### config.mk
export PLATFORM = sky130hd
export DESIGN_NAME = stat_bcd_ctrl
export DESIGN_NICKNAME = d
export VERILOG_FILES = /design/src/rtl/stat_bcd_ctrl_pkg.sv /design/src/rtl/stat_bcd_ctrl_bin2bcd_seq.sv /design/src/rtl/stat_bcd_ctrl.sv
export SDC_FILE = /design/constraint.sdc
export NUM_CORES = 1
export LEC_CHECK = 0
export CAP_MARGIN = 20
export CORE_MARGIN = 2
export CORE_UTILIZATION = 40
export DETAILED_ROUTE_END_ITERATION = 6
export PLACE_DENSITY = 0.7
export SYNTH_ARGS = -nofsm -noshare
export SYNTH_HDL_FRONTEND = slang
export SYNTH_SLANG_ARGS = --single-unit
### constraint.sdc
create_clock -name clk_i -period 3.28 [get_ports clk_i]
set_input_delay 0.492 -clock clk_i [delete_from_list [all_inputs] [get_ports clk_i]]
set_output_delay 0.492 -clock clk_i [all_outputs]
set_load 0.005 [all_outputs]
### src/rtl/stat_bcd_ctrl_pkg.sv
// Shared definitions for the status-number BCD path: digit/number types,
// display limits, controller states and the double-dabble digit adjust.
package stat_bcd_ctrl_pkg;

   localparam int unsigned NUMBER_LEN = 6;
   localparam int unsigned BCD_MAX    = 999999;
   localparam int unsigned NUM_COUNT  = 3;

   typedef logic [3:0] bcd_digit_t;
   typedef bcd_digit_t [NUMBER_LEN-1:0] bcd_num_t;

   typedef enum logic [1:0] {
      ST_IDLE       = 2'd0,
      ST_CONV       = 2'd1,
      ST_WAIT_FRAME = 2'd2,
      ST_COMMIT     = 2'd3
   } state_e;

   // Double-dabble pre-shift correction for one digit.
   function automatic bcd_digit_t dd_adjust(input bcd_digit_t d);
      return (d >= 4'd5) ? bcd_digit_t'(d + 4'd3) : d;
   endfunction

endpackage

### src/rtl/stat_bcd_ctrl_bin2bcd_seq.sv
// Sequential double-dabble converter, one bit per cycle.
//   clk_i, rst_n_i : clock, async active-low reset
//   start_i        : load bin_i and perform the first iteration on this edge
//   bin_i          : binary value (must already be <= 10^DIGITS-1)
//   done_o         : one-cycle flag, bcd_o holds the finished result
//   bcd_o          : packed BCD digits, digit 0 in bits [3:0]
// Latency: start at edge S, done_o high during the cycle after edge S+BIN_WIDTH-1.
module bin2bcd_seq
   import stat_bcd_ctrl_pkg::*;
#(
   parameter int unsigned BIN_WIDTH = 20,
   parameter int unsigned DIGITS    = 6
) (
   input  logic                  clk_i,
   input  logic                  rst_n_i,
   input  logic                  start_i,
   input  logic [BIN_WIDTH-1:0]  bin_i,
   output logic                  done_o,
   output logic [DIGITS*4-1:0]   bcd_o
);

   localparam int unsigned BCD_W = DIGITS * 4;
   localparam int unsigned CNT_W = $clog2(BIN_WIDTH + 1);

   logic [BIN_WIDTH-1:0] bin_q, bin_d;
   logic [BCD_W-1:0]     bcd_q, bcd_d;
   logic [CNT_W-1:0]     cnt_q, cnt_d;
   logic                 active_q, active_d;
   logic                 done_q, done_d;

   // One iteration: correct every digit, then shift BCD:binary left as a unit.
   function automatic logic [BCD_W+BIN_WIDTH-1:0] dd_step(input logic [BCD_W-1:0]     bcd,
                                                           input logic [BIN_WIDTH-1:0] bin);
      logic [BCD_W-1:0] adj;
      for (int i = 0; i < int'(DIGITS); i++) begin
         adj[i*4 +: 4] = dd_adjust(bcd[i*4 +: 4]);
      end
      return {adj, bin} << 1;
   endfunction

   // Iteration control; a new start always wins over a running conversion.
   always_comb begin
      bin_d    = bin_q;
      bcd_d    = bcd_q;
      cnt_d    = cnt_q;
      active_d = active_q;
      done_d   = 1'b0;
      if (start_i) begin
         {bcd_d, bin_d} = dd_step('0, bin_i);
         cnt_d          = CNT_W'(1);
         active_d       = 1'b1;
      end else if (active_q) begin
         {bcd_d, bin_d} = dd_step(bcd_q, bin_q);
         cnt_d          = cnt_q + CNT_W'(1);
         if (cnt_q == CNT_W'(BIN_WIDTH - 1)) begin
            active_d = 1'b0;
            done_d   = 1'b1;
         end
      end
   end

   always_ff @(posedge clk_i or negedge rst_n_i) begin
      if (!rst_n_i) begin
         bin_q    <= '0;
         bcd_q    <= '0;
         cnt_q    <= '0;
         active_q <= 1'b0;
         done_q   <= 1'b0;
      end else begin
         bin_q    <= bin_d;
         bcd_q    <= bcd_d;
         cnt_q    <= cnt_d;
         active_q <= active_d;
         done_q   <= done_d;
      end
   end

   assign done_o = done_q;
   assign bcd_o  = bcd_q;

endmodule

### src/rtl/stat_bcd_ctrl.sv
// Converts score/lines/level to BCD with one shared engine and commits all
// three atomically (optionally at a frame boundary) for the status renderer.
//   clk_i, rst_n_i        : clock, async active-low reset
//   score_i/lines_i/level_i : binary counters
//   update_stb_i          : counters changed, reconvert
//   frame_start_i         : start of vertical blank
//   score/lines/level_bcd_o : committed digits, digit 0 = LSD
//   blank_o               : leading-zero mask, number n at [n*DIGITS +: DIGITS]
//   sat_o                 : input was clamped to 999999 (0=score,1=lines,2=level)
//   busy_o                : controller not idle
module stat_bcd_ctrl
   import stat_bcd_ctrl_pkg::*;
#(
   parameter int unsigned BIN_WIDTH     = 20,
   parameter int unsigned DIGITS        = 6,
   parameter int unsigned SYNC_TO_FRAME = 1
) (
   input  logic                          clk_i,
   input  logic                          rst_n_i,
   input  logic [BIN_WIDTH-1:0]          score_i,
   input  logic [BIN_WIDTH-1:0]          lines_i,
   input  logic [BIN_WIDTH-1:0]          level_i,
   input  logic                          update_stb_i,
   input  logic                          frame_start_i,
   output logic [DIGITS*4-1:0]           score_bcd_o,
   output logic [DIGITS*4-1:0]           lines_bcd_o,
   output logic [DIGITS*4-1:0]           level_bcd_o,
   output logic [NUM_COUNT*DIGITS-1:0]   blank_o,
   output logic [NUM_COUNT-1:0]          sat_o,
   output logic                          busy_o
);

   localparam int unsigned BCD_W = DIGITS * 4;
   localparam logic [NUM_COUNT*DIGITS-1:0] BLANK_RST =
      {NUM_COUNT{{(DIGITS-1){1'b1}}, 1'b0}};

   state_e                       state_q, state_d;
   logic [1:0]                   idx_q, idx_d;
   logic                         pending_q, pending_d;
   logic [BIN_WIDTH-1:0]         snap_lines_q, snap_lines_d;
   logic [BIN_WIDTH-1:0]         snap_level_q, snap_level_d;
   logic [NUM_COUNT-1:0]         sat_sh_q, sat_sh_d;
   logic [BCD_W-1:0]             sh_score_q, sh_score_d;
   logic [BCD_W-1:0]             sh_lines_q, sh_lines_d;
   logic [BCD_W-1:0]             sh_level_q, sh_level_d;
   logic [BCD_W-1:0]             score_bcd_q, score_bcd_d;
   logic [BCD_W-1:0]             lines_bcd_q, lines_bcd_d;
   logic [BCD_W-1:0]             level_bcd_q, level_bcd_d;
   logic [NUM_COUNT*DIGITS-1:0]  blank_q, blank_d;
   logic [NUM_COUNT-1:0]         sat_q, sat_d;
   logic                         busy_q, busy_d;

   logic                         eng_start_c;
   logic [BIN_WIDTH-1:0]         eng_bin_c;
   logic                         eng_done;
   logic [BCD_W-1:0]             eng_bcd;

   function automatic logic over_max(input logic [BIN_WIDTH-1:0] v);
      return v > BIN_WIDTH'(BCD_MAX);
   endfunction

   function automatic logic [BIN_WIDTH-1:0] clamp(input logic [BIN_WIDTH-1:0] v);
      return over_max(v) ? BIN_WIDTH'(BCD_MAX) : v;
   endfunction

   // Bit k set while digits DIGITS-1..k are all zero; digit 0 always shown.
   function automatic logic [DIGITS-1:0] blank_mask(input logic [BCD_W-1:0] num);
      logic [DIGITS-1:0] m;
      logic              zero_run;
      m        = '0;
      zero_run = 1'b1;
      for (int k = int'(DIGITS) - 1; k >= 1; k--) begin
         zero_run = zero_run & (num[k*4 +: 4] == 4'd0);
         m[k]     = zero_run;
      end
      return m;
   endfunction

   bin2bcd_seq #(
      .BIN_WIDTH (BIN_WIDTH),
      .DIGITS    (DIGITS)
   ) u_engine (
      .clk_i   (clk_i),
      .rst_n_i (rst_n_i),
      .start_i (eng_start_c),
      .bin_i   (eng_bin_c),
      .done_o  (eng_done),
      .bcd_o   (eng_bcd)
   );

   // Controller next-state, engine sequencing and commit.
   always_comb begin
      state_d      = state_q;
      idx_d        = idx_q;
      pending_d    = pending_q;
      snap_lines_d = snap_lines_q;
      snap_level_d = snap_level_q;
      sat_sh_d     = sat_sh_q;
      sh_score_d   = sh_score_q;
      sh_lines_d   = sh_lines_q;
      sh_level_d   = sh_level_q;
      score_bcd_d  = score_bcd_q;
      lines_bcd_d  = lines_bcd_q;
      level_bcd_d  = level_bcd_q;
      blank_d      = blank_q;
      sat_d        = sat_q;
      eng_start_c  = 1'b0;
      eng_bin_c    = clamp(score_i);

      // Strobes while busy (COMMIT included) collapse into one pending request.
      if (update_stb_i && (state_q != ST_IDLE)) begin
         pending_d = 1'b1;
      end

      unique case (state_q)
         ST_IDLE: begin
            if (update_stb_i || pending_q) begin
               pending_d    = 1'b0;
               eng_start_c  = 1'b1;
               snap_lines_d = clamp(lines_i);
               snap_level_d = clamp(level_i);
               sat_sh_d     = {over_max(level_i), over_max(lines_i), over_max(score_i)};
               idx_d        = 2'd0;
               state_d      = ST_CONV;
            end
         end
         ST_CONV: begin
            if (eng_done) begin
               unique case (idx_q)
                  2'd0: begin
                     sh_score_d  = eng_bcd;
                     eng_start_c = 1'b1;
                     eng_bin_c   = snap_lines_q;
                     idx_d       = 2'd1;
                  end
                  2'd1: begin
                     sh_lines_d  = eng_bcd;
                     eng_start_c = 1'b1;
                     eng_bin_c   = snap_level_q;
                     idx_d       = 2'd2;
                  end
                  default: begin
                     sh_level_d = eng_bcd;
                     state_d    = (SYNC_TO_FRAME != 0) ? ST_WAIT_FRAME : ST_COMMIT;
                  end
               endcase
            end
         end
         ST_WAIT_FRAME: begin
            if (frame_start_i) begin
               state_d = ST_COMMIT;
            end
         end
         default: begin
            score_bcd_d = sh_score_q;
            lines_bcd_d = sh_lines_q;
            level_bcd_d = sh_level_q;
            sat_d       = sat_sh_q;
            blank_d     = {blank_mask(sh_level_q), blank_mask(sh_lines_q), blank_mask(sh_score_q)};
            state_d     = ST_IDLE;
         end
      endcase

      busy_d = (state_d != ST_IDLE);
   end

   always_ff @(posedge clk_i or negedge rst_n_i) begin
      if (!rst_n_i) begin
         state_q      <= ST_IDLE;
         idx_q        <= 2'd0;
         pending_q    <= 1'b0;
         snap_lines_q <= '0;
         snap_level_q <= '0;
         sat_sh_q     <= '0;
         sh_score_q   <= '0;
         sh_lines_q   <= '0;
         sh_level_q   <= '0;
         score_bcd_q  <= '0;
         lines_bcd_q  <= '0;
         level_bcd_q  <= '0;
         blank_q      <= BLANK_RST;
         sat_q        <= '0;
         busy_q       <= 1'b0;
      end else begin
         state_q      <= state_d;
         idx_q        <= idx_d;
         pending_q    <= pending_d;
         snap_lines_q <= snap_lines_d;
         snap_level_q <= snap_level_d;
         sat_sh_q     <= sat_sh_d;
         sh_score_q   <= sh_score_d;
         sh_lines_q   <= sh_lines_d;
         sh_level_q   <= sh_level_d;
         score_bcd_q  <= score_bcd_d;
         lines_bcd_q  <= lines_bcd_d;
         level_bcd_q  <= level_bcd_d;
         blank_q      <= blank_d;
         sat_q        <= sat_d;
         busy_q       <= busy_d;
      end
   end

   assign score_bcd_o = score_bcd_q;
   assign lines_bcd_o = lines_bcd_q;
   assign level_bcd_o = level_bcd_q;
   assign blank_o     = blank_q;
   assign sat_o       = sat_q;
   assign busy_o      = busy_q;

endmodule

== After elaboration in Yosys (flattened, before gate mapping) ==
Index checks and enable logic that the tools add are counted.

* Register bits after elaboration: 262
* Input bits: 64
* Memory bits (writable): 0
* Memories kept: 0
* Bits in latches: 0
* Memory bits (read-only): 0

* Eq/ne operators: 7
* Shift operators: 0
* Order comparisons: 9
* Mux-type cells: 40
* Reductions and logical operators: 30
* Multipliers: 0
* Div/mod/pow operators: 0
* $add $sub $neg: 7
* Bitwise logic cells: 13

{| class="wikitable"
|+ Operators with widths
! kind !! number
|-
| $mux W20 || 7
|-
| $gt A20 B20 Y1 const B || 3
|-
| $logic_not A4 Y1 || 15
|-
| $mux W24 || 2
|-
| $pmux W20 S2 || 1
|-
| $ge A4 B3 Y1 const B || 6
|-
| $add A4 B2 Y4 const B || 5
|-
| $mux W4 || 5
|-
| $and A1 B1 Y1 || 12
|-
| $mux W1 || 12
|-
| $mux W2 || 6
|-
| $mux W5 || 2
|-
| $reduce_and A3 Y1 || 3
|-
| $pmux W2 S2 || 2
|-
| $reduce_bool A2 Y1 || 4
|-
| $pmux W2 S3 || 1
|-
| $add A5 B1 Y5 const B || 1
|-
| $eq A5 B5 Y1 const B || 1
|-
| $eq A2 B1 Y1 const B || 2
|-
| $logic_not A2 Y1 || 2
|-
| $reduce_and A4 Y1 || 1
|-
| $add A3 B2 Y3 const B || 1
|-
| $mux W3 || 1
|-
| $ne A3 B3 Y1 const B || 1
|-
| 10 further kinds || 10
|}

== Longest topological paths before layout ==
Gate-level depths: netlist (run 1).

* Word-level depth: 6
* Depth in mapped cells: 8
* Gate-level depth less buffers: 7

== Hierarchy ==
From an unflattened synthesis (run 1), not the netlist that was laid out.

* Cell total of the unflattened synthesis: 970
* Area, all modules: 11669.9 um^2

{| class="wikitable"
|+ Modules (own cells, without submodules)
! module !! times used !! cells an instance !! area an instance (um^2)
|-
| stat_bcd_ctrl || 1 || 694 || 8982.4
|-
| bin2bcd_seq || 1 || 276 || 2687.6
|}

== Worst setup path before layout (run 1) ==
No wires, ideal clock.

* Kind: reg2reg
* Start point: register state_q[1]
* End point: register sh_score_q[10]
* Setup slack: 1.458 ns
* Stages on the path, launching flop included: 8
* Required time: 3.155 ns
* Data arrival time: 1.697 ns
* Clock period less this slack: 1.822 ns
* Cell sequence: dfrtp_1 > buf_4 > and4bb_2 > buf_4 > nor2_4 > nor2_4 > buf_4 > mux2_2

* Cells in the longest elaborated chain, start to end: 2

{| class="wikitable"
|+ RTL lines
! item !! line !! RTL
|-
| start: declaration || stat_bcd_ctrl.sv:37 || <nowiki>state_e state_q, state_d;</nowiki>
|-
| start signal: assignment || stat_bcd_ctrl.sv:185 || <nowiki>state_q <= state_d;</nowiki>
|-
| $eq A2 B1 Y1 || stat_bcd_ctrl.sv:115 || <nowiki>unique case (state_q)</nowiki>
|-
| $reduce_and A3 Y1 (no line) || -- ||
|-
| end signal: assignment || stat_bcd_ctrl.sv:191 || <nowiki>sh_score_q <= sh_score_d;</nowiki>
|-
| end: declaration || stat_bcd_ctrl.sv:43 || <nowiki>logic [BCD_W-1:0] sh_score_q, sh_score_d;</nowiki>
|}

No other way between the ends.
A chain may end at the register's enable or synchronous reset.

== Final worst setup path (run 1) ==
* Start point: register state_q[1]
* End point: register u_engine.bcd_q[20] (netlist: u_engine.bcd_o[20])

* Cells in the longest elaborated chain, start to end: 3
* Elaborated cells between the ends (all ways): 5
* Those cells by class: eq/ne: 1; mux: 2; reduce/logical: 2

{| class="wikitable"
|+ RTL lines
! item !! line !! RTL
|-
| $eq A2 B1 Y1 / $logic_not A2 Y1 (equally long branches) || stat_bcd_ctrl.sv:115 ||
|-
| $pmux W1 S2 (*) || stat_bcd_ctrl.sv:115 ||
|-
| $mux W24 / $reduce_bool A2 Y1 (equally long branches) || -- ||
|-
| end signal: assignment || stat_bcd_ctrl_bin2bcd_seq.sv:65 || <nowiki>bcd_q <= '0;</nowiki>
|-
| end signal: assignment || stat_bcd_ctrl_bin2bcd_seq.sv:71 || <nowiki>bcd_q <= bcd_d;</nowiki>
|-
| end: declaration || stat_bcd_ctrl_bin2bcd_seq.sv:26 || <nowiki>logic [BCD_W-1:0] bcd_q, bcd_d;</nowiki>
|}

Mark *: on every way between the ends. The rest lies on a longest branch, timed or not.

==> metrics.yaml, run 1 <==
status: "finished with violations"
violations: "hold timing"
syn-cell-area_um2: 11100
grt_pass1_wl_um: 42100
clk_pin_slew_ns: 0.06
avgRoutedWirePerCell_um: 17.4
wl_met2_um: 12700
num_rows: 60
synth_top_cell_by_area: "dfrtp_1"
die_width_um: 171
ys_ff_latch: 261
setup_viol: 0
synth_edf_count: 0
start_util_pct: 40.9
overflow: 0
peakVddDrop_mv: 0.390
htreeDepth: 1
antenna_left: 0
clockRootBuffer: "clkbuf_16"
crit_path_max_fanout: 27
ys_types: 49
fp.coreArea_um2: 27100
syn2layout_area_growth_pct: 25.6
top_layer_used: "met4"
critical_path_class: "reg2reg"
cts_sinks: 261
cts_tree: "yes"
period_share_pct: 72.2
clk_latency_ns: 0.55
numCtsBuffers: 27
hold_class: "in2async"
fin_crit_ns: 2.37
fin_skew_ns: 0.00917
cp_cell_sequence: "and4bb_2, a21o_1, buf_4, a211oi_1"
antenna_cells: 0
port_buffers: 154
synth_area_leaders: "dfrtp_1 55%, mux2_2 11%, nand2_1 7.1%"
worst_pin_slew_ns: 0.825
dp_hpwl_um: 18100
grt_max_degree: 94
final_hold_viol_count: 18
ys.warnings.count: 0
cp.required_ns: 3.67
nets: 1199
end_kind: "register"
cp_slowest_cell: "a21o_1"
layout.cells.non_filler: 1515
setup_tns_ns: 0
synthArstFlopShare_pct: 100
seq_area_frac_synth_pct: 59.0
cts_max_path_buffers: 3
maxCapViolations: 0
holdWs_ns: -0.0245
drive_above_1_share_pct: 18.1
vias: 7928
syn_inst: 976
cts_setup_buffers: 0
rsz0062_at_grt: "false"
drt-pass1-iter-count: 5
start_kind: "register"
final_util_pct: 51.4
grt_use_total_pct: 18.2
power.density_nw_per_um2: 867
io_pins: 158
gp_congestion: 0.854
maxSlewHeadroom_pct: 44.6
crit_family: "compound AO/OA/AOI/OAI gates"
vias_per_cell: 5.23
max_stage_delay_ns: 0.58
antenna_found_initial: 0
cts-resized-gates: 0
first_global_vias: 7811
drtIter0Drc: 548
drt-met1-wl_um: 11800
die_y_um: 171
avgSynthCellArea_um2: 11.4
wl_um: 26400
dp.cells: 1465
die_area_um2: 29100
synth_top_area_share_pct: 55.5
drv_slew: 0
synthFlopType: "dfrtp_1"
p_leak_nw: 6.43
ctsHoldBuffers: 0
crit_buf_inv: 1
wl_met3_um: 1420
drt_drc_violations_left: 0
fmax_mhz: 422
worstPathArrival_ns: 2.76
## logic make-up after synthesis
family                     share of synthesized area, %
adders and majority gates                          1.47
AOI/OAI and AO/OA                                  8.87
other                                            0.0338
xor gates and xnor gates                          0.789
and+or+nand+nor                                    13.5
DFF                                                59.0
buffers and inverters                              2.80
muxes                                              13.5
## sequential cells by signal (all words and copies together), names as in the netlist, 20 cells and up
register        flops
lines_bcd_o        24
sh_lines_q         24
snap_lines_q       20
snap_level_q       20
level_bcd_o        24
sh_score_q         24
score_bcd_o        24
u_engine.bcd_o     24
sh_level_q         24
## cells in the final DEF (no fill, tap or decap), drive strengths merged, types with 17 or more instances in the layout
cell type      Yosys  routed
a21oi             50      50
nor2              37      37
mux2i             25      25
clkbuf            35      45
o21ai             55      55
clkdlybuf4s50      0     153
mux2             111     111
nand2            209     209
buf               20      17
dfrtp            246     246
nand3             26      26
## Yosys cell counts (all sizes together) (8+ instances only)
cell      n
a211oi    8
a22o      8
a221oi   13
inv      14
dfrtp   246
mux2    111
or4      15
ha       13
nand2   209
nand3    26
a21oi    50
dfstp    15
nor2     37
clkbuf   35
o21ai    55
buf      20
mux2i    25
## stage by stage
stage	worst slack (ns)	instance area (µm²)	power, W
2_1_floorplan	1.46	11100	0.00758
3_3_place_gp	0.744	13000	0.00887
3_5_place_dp	0.663	13000	0.00904
4_1_cts	0.921	13900	0.0122
5_1_grt	0.764	13900	0.0129
6_report	0.911	13900	0.0121
## per-layer routing
layer,global-route usage (%),up-vias
li1,-,3692
met1,25.5,3940
met2,30.6,265
met3,2.38,31
met4,3.86,0
met5,0,-
## final cells by class
class	count	area (µm²)
fill	2420	13200
sequential	261	6550
multi-input combinational	648	4250
timing repair buffer	170	1700
clock buffer	45	843
tap	372	465
clock inverter	5	65.1
inverter	14	52.6
## power breakdown
part	internal (W)	switching (W)	total (W)
Combinational	0.00181	0.00186	0.00367
Sequential	0.00433	0.000977	0.00531
Clock	0.00183	0.00126	0.00309
## worst register-to-register path, stage by stage (launching register included)
cell      delay, ns
dfrtp_1        0.53
and4bb_2       0.57
a21o_1         0.58
buf_4          0.45
a211oi_1       0.09
## path summary, 6_finish.rpt
| kind | start | end | slack (ns) | cells after the start |
|---|---|---|---|---|
| worst max-delay path | state_q[1] | u_engine.bcd_o[20] | 0.91 | 4 |
| worst min-delay path | rst_n_i | level_bcd_o[3] | -0.02 | 1 |
| worst max register to register | state_q[1] | u_engine.bcd_o[20] | 0.91 | 4 |
| worst min register to register | blank_o[15] | blank_o[15] | 0.46 | 2 |
| max in group asynchronous | rst_n_i | u_engine.active_q | 2.51 | 2 |
| min in group clk_i | blank_o[15] | blank_o[15] | 0.46 | 2 |
(Power assumes the default switching activity.)
==> inputs of run 2 (changes only) <==
PLACE_DENSITY = 0.72   (was 0.7)
clock period = 1.96 ns   (was 3.28 ns; I/O delays follow)
==> metrics.yaml, run 2 (same netlist as run 1, synthesis figures left out) <==
status: "complete, no violations"
wl_um: 26100  # -1.2%
antenna_cells: 0  # unchanged
max_stage_delay_ns: 0.54  # -0.04 ns
grt_pass1_wl_um: 42600  # +1.1%
cp_cell_sequence: "clkdlybuf4s50_1"
fmax_mhz: 532
nets: 1229  # +2.5%
wl_met3_um: 1250  # -12%
grt_use_total_pct: 18.3  # +0.080 points
clk_pin_slew_ns: 0.06  # about the same
vias: 7972  # +0.55%
maxSlewHeadroom_pct: 60.1  # +16 points
rsz0062_at_grt: "false"
clk_latency_ns: 0.55  # about the same
cp_slowest_cell: "dfstp_2"
hold_class: "in2async"
maxCapViolations: 0  # unchanged
critical_path_class: "reg2out"
drt_drc_violations_left: 0  # unchanged
fp.coreArea_um2: 27100  # unchanged
peakVddDrop_mv: 0.671  # +72%
overflow: 0  # unchanged
cp.required_ns: 1.67  # -2.00 ns
antenna_left: 0  # unchanged
dpl_cell_area_um2: 13300  # +2.3%
die_area_um2: 29100  # unchanged
num_rows: 60  # unchanged
worst_pin_slew_ns: 0.599  # -0.226 ns
fin_crit_ns: 1.88
syn2layout_area_growth_pct: 28.5
dp_hpwl_um: 18600  # +3.2%
first_global_vias: 8096  # +3.6%
gp_congestion: 0.849  # -0.50%
drive_above_1_share_pct: 20.9  # +2.8 points
top_layer_used: "met4"
start_kind: "register"
holdWs_ns: 0.275  # +0.299 ns
numCtsBuffers: 27  # unchanged
cts_sinks: 261  # unchanged
power.density_nw_per_um2: 1430  # +65%
p_leak_nw: 6.61  # +2.8%
crit_buf_inv: 1  # unchanged
cts_setup_buffers: 0  # unchanged
wl_met2_um: 12500  # -1.3%
htreeDepth: 1  # unchanged
antenna_found_initial: 0  # unchanged
vias_per_cell: 5.16  # -1.4%
final_hold_viol_count: 0  # -18
start_util_pct: 40.9  # unchanged
grt_max_degree: 57  # -39%
cts_max_path_buffers: 3  # unchanged
io_pins: 158  # unchanged
setup_viol: 0  # unchanged
crit_start: "blank_o[2]"
period_share_pct: 95.9
cts_tree: "yes"
end_kind: "output pin"
clockRootBuffer: "clkbuf_16"
worstPathArrival_ns: 1.58  # -1.18 ns
final_util_pct: 52.6  # +1.2 points
r2r_start: "sh_score_q[17]"
crit_path_max_fanout: 2  # -93%
crit_family: "flip-flops"
drv_slew: 0  # unchanged
die_width_um: 171  # unchanged
die_y_um: 171  # unchanged
final_cell_area_um2: 14300  # +2.4%
fin_skew_ns: 0.0188  # +0.00963 ns
mostFrequentLayoutCells: "245 x dfrtp_1, 208 x nand2_1, 153 x clkdlybuf4s50_1"
final_common_cell: "dfrtp_1"
port_buffers: 154  # unchanged
avgRoutedWirePerCell_um: 16.9  # -3.1%
drt-met1-wl_um: 11700  # -0.69%
drtIter0Drc: 407  # -26%
drt-pass1-iter-count: 4  # -1
## run 2: cell count changes in the layout (fill, tap and decap cells not counted), sizes merged
cell,before,now
buf,17,46
clkbuf,45,39
clkinv,3,8
clkinvlp,0,1
dlygate4sd3,0,1
## run 2: layer usage
metal,up-vias,GRT usage (%)
met5,-,0
met4,0,4.76
met3,45,2.73
met2,225,31.0
met1,3949,24.8
li1,3753,-
## run 2: what timing repair did
item | 4_1_cts | 5_1_grt
resized for setup | 0 | 7
setup endpoints to repair | 0 | 24
endpoints found under the hold margin | 45 | 0
hold buffers | 1 | 0
## run 2: per-stage QoR
step	worst slack [ns]	power, W	instances	TNS [ns]
floorplan	0.138	0.0127	978	0
global placement	-0.00452	0.0151	1494	-0.00452
detailed placement	-0.0224	0.0154	1494	-0.124
CTS	0.0314	0.0205	1545	0
global route	0.0328	0.0218	1545	0
finish	0.0813	0.0204	1545	0
## run 2: layout make-up
cell class | count | area, µm²
sequential | 261 | 6550
tap | 372 | 465
inverter | 14 | 52.6
clock inverter | 11 | 101
multi-input combinational | 648 | 4280
clock buffer | 39 | 791
fill | 2308 | 12800
timing repair buffer | 200 | 2020
## run 2: power breakdown
part / internal, W / switching (W) / leakage, nW
Sequential: 0.00724 / 0.00159 / 3.31
Combinational: 0.00330 / 0.00318 / 2.85
Clock: 0.00295 / 0.00211 / 0.445
## run 2: path summary, 6_finish.rpt
path                            slack (ns)         endpoint  cells past startpoint
worst min-delay path                  0.27   level_bcd_o[9]                      2
max in group asynchronous             0.99       blank_o[5]                      3
worst max-delay path                  0.08       blank_o[2]                      1
worst min register to register        0.46      blank_o[15]                      2
min in group clk_i                    0.31  snap_lines_q[5]                      3
worst max register to register        0.13       blank_o[1]                      4
==> inputs of run 3 (changes only) <==
CORE_MARGIN = 1   (was 2)
==> metrics.yaml, run 3 (same netlist as run 1, synthesis figures left out) <==
holdWs_ns: 0.305  # +0.0301 ns
htreeDepth: 1  # unchanged
grt_max_degree: 74  # +30%
reg2reg_depth: 4  # unchanged
fillerInstances: 2356  # +2.1%
layout.cells.non_filler: 1539  # -0.39%
fp.coreArea_um2: 27100  # unchanged
mostFrequentLayoutCells: "244 x dfrtp_1, 207 x nand2_1, 153 x clkdlybuf4s50_1"
crit_buf_inv: 1  # unchanged
critical_path_class: "reg2out"
start_util_pct: 40.9  # unchanged
maxCapViolations: 0  # unchanged
rrSetupSlack_ns: 0.10  # -0.03 ns
start_kind: "register"
worst_pin_slew_ns: 0.606  # +0.00740 ns
cp_slowest_cell: "dfstp_2"
r2r_start: "sh_score_q[17]"
num_rows: 60  # unchanged
final_cell_area_um2: 14200  # -0.11%
io_pins: 158  # unchanged
end_kind: "output pin"
clk_pin_slew_ns: 0.06  # about the same
final_common_cell: "dfrtp_1"
period_share_pct: 96.0  # +0.15 points
crit_start: "blank_o[1]"
cts_max_path_buffers: 3  # unchanged
die_width_um: 169  # -1.2%
gp_congestion: 0.812  # -4.4%
wl_um: 25900  # -0.67%
dp_hpwl_um: 18300  # -1.8%
clk_latency_ns: 0.55  # about the same
cp.required_ns: 1.67  # about the same
peakVddDrop_mv: 0.811  # +21%
overflow: 0  # unchanged
vias: 7923  # -0.61%
p_leak_nw: 6.58  # -0.44%
dp.cells: 1490  # -0.27%
cp_cell_sequence: "clkdlybuf4s50_1"
drtIter0Drc: 437  # +7.4%
cts_sinks: 261  # unchanged
setup_viol: 0  # unchanged
fin_crit_ns: 1.88  # +0.00303 ns
drv_slew: 0  # unchanged
maxSlewHeadroom_pct: 59.6  # -0.49 points
crit_cells: 1  # unchanged
port_buffers: 154  # unchanged
max_stage_delay_ns: 0.53  # about the same
numCtsBuffers: 27  # unchanged
drt-pass1-iter-count: 7  # +3
syn2layout_area_growth_pct: 28.4
cp-endpoint: "blank_o[1]"
die_area_um2: 28400  # -2.3%
setup_tns_ns: 0  # unchanged
fmax_mhz: 531  # -0.16%
nets: 1225  # -0.33%
clockRootBuffer: "clkbuf_16"
final_hold_viol_count: 0  # unchanged
antenna_cells: 0  # unchanged
drive_above_1_share_pct: 20.3  # -0.58 points
vias_per_cell: 5.15  # -0.23%
rr_endpoint: "blank_o[1]"
avgRoutedWirePerCell_um: 16.8  # -0.28%
rsz0062_at_grt: "false"
hold_class: "in2async"
antenna_left: 0  # unchanged
cts_tree: "yes"
antenna_found_initial: 0  # unchanged
die_y_um: 169  # -1.2%
status: "complete, no violations"
crit_path_max_fanout: 2  # unchanged
worstPathArrival_ns: 1.59  # about the same
dpl_cell_area_um2: 13300  # -0.23%
grt_pass1_wl_um: 42000  # -1.5%
crit_family: "flip-flops"
grt_use_total_pct: 18.4  # +0.086 points
drt_drc_violations_left: 0  # unchanged
fin_skew_ns: 0.00740  # -0.0114 ns
total_power_w: 0.0206  # +0.87%
power.density_nw_per_um2: 1440  # +0.99%
first_global_vias: 7864  # -2.9%
run 3: what timing repair did:
| item | CTS | global route |
|---|---|---|
| gates resized for setup | 2 | 5 |
| hold buffers | 1 | 0 |
| endpoints found under the hold margin | 57 | 0 |
| endpoints found under the setup margin | 14 | 32 |
| setup buffers | 0 | 0 |
| pin swaps | 0 | 1 |
run 3: per-layer routing:
layer	up-vias	track usage, %	wire length, µm
li1	3752	-	-
met4	0	4.19	497
met3	33	2.48	999
met5	-	0	0
met2	213	30.8	12400
met1	3925	25.5	12000
run 3: stage by stage:
step           worst slack, ns  util (%)
6_report                0.0783      52.6
5_1_grt                 0.0219      52.6
4_1_cts                 0.0347      52.5
3_5_place_dp            -0.114      49.1
3_3_place_gp           -0.0545      49.1
2_1_floorplan            0.138         -
run 3: cell type report:
cell class | instances | area, µm² | share of cell area (%)
Timing Repair Buffer | 196 | 1990 | 14.0
Sequential cell | 261 | 6550 | 46.0
Multi-Input combinational cell | 648 | 4270 | 30.0
Clock inverter | 7 | 125 | 0.878
Clock buffer | 41 | 788 | 5.53
Inverter | 14 | 52.6 | 0.369
Tap cell | 372 | 465 | 3.27
run 3: power by group:
part / internal [W] / leakage [nW] / switching (W)
Sequential: 0.00725 / 3.31 / 0.00159
Clock: 0.00317 / 0.449 / 0.00209
Combinational: 0.00326 / 2.82 / 0.00320
Total: 0.0137 / 6.58 / 0.00688
run 3: how the worst min path moves through the flow:
| stage | slack (ns) | to |
|---|---|---|
| final | 0.30 | level_bcd_o[9] |
| after global routing | 0.33 | snap_lines_q[16] |
| after CTS | 0.30 | snap_lines_q[5] |
| after detailed placement | 0.31 | level_bcd_o[9] |
| after global placement | 0.31 | level_bcd_o[0] |
| after floorplan | -0.002 | busy_o |
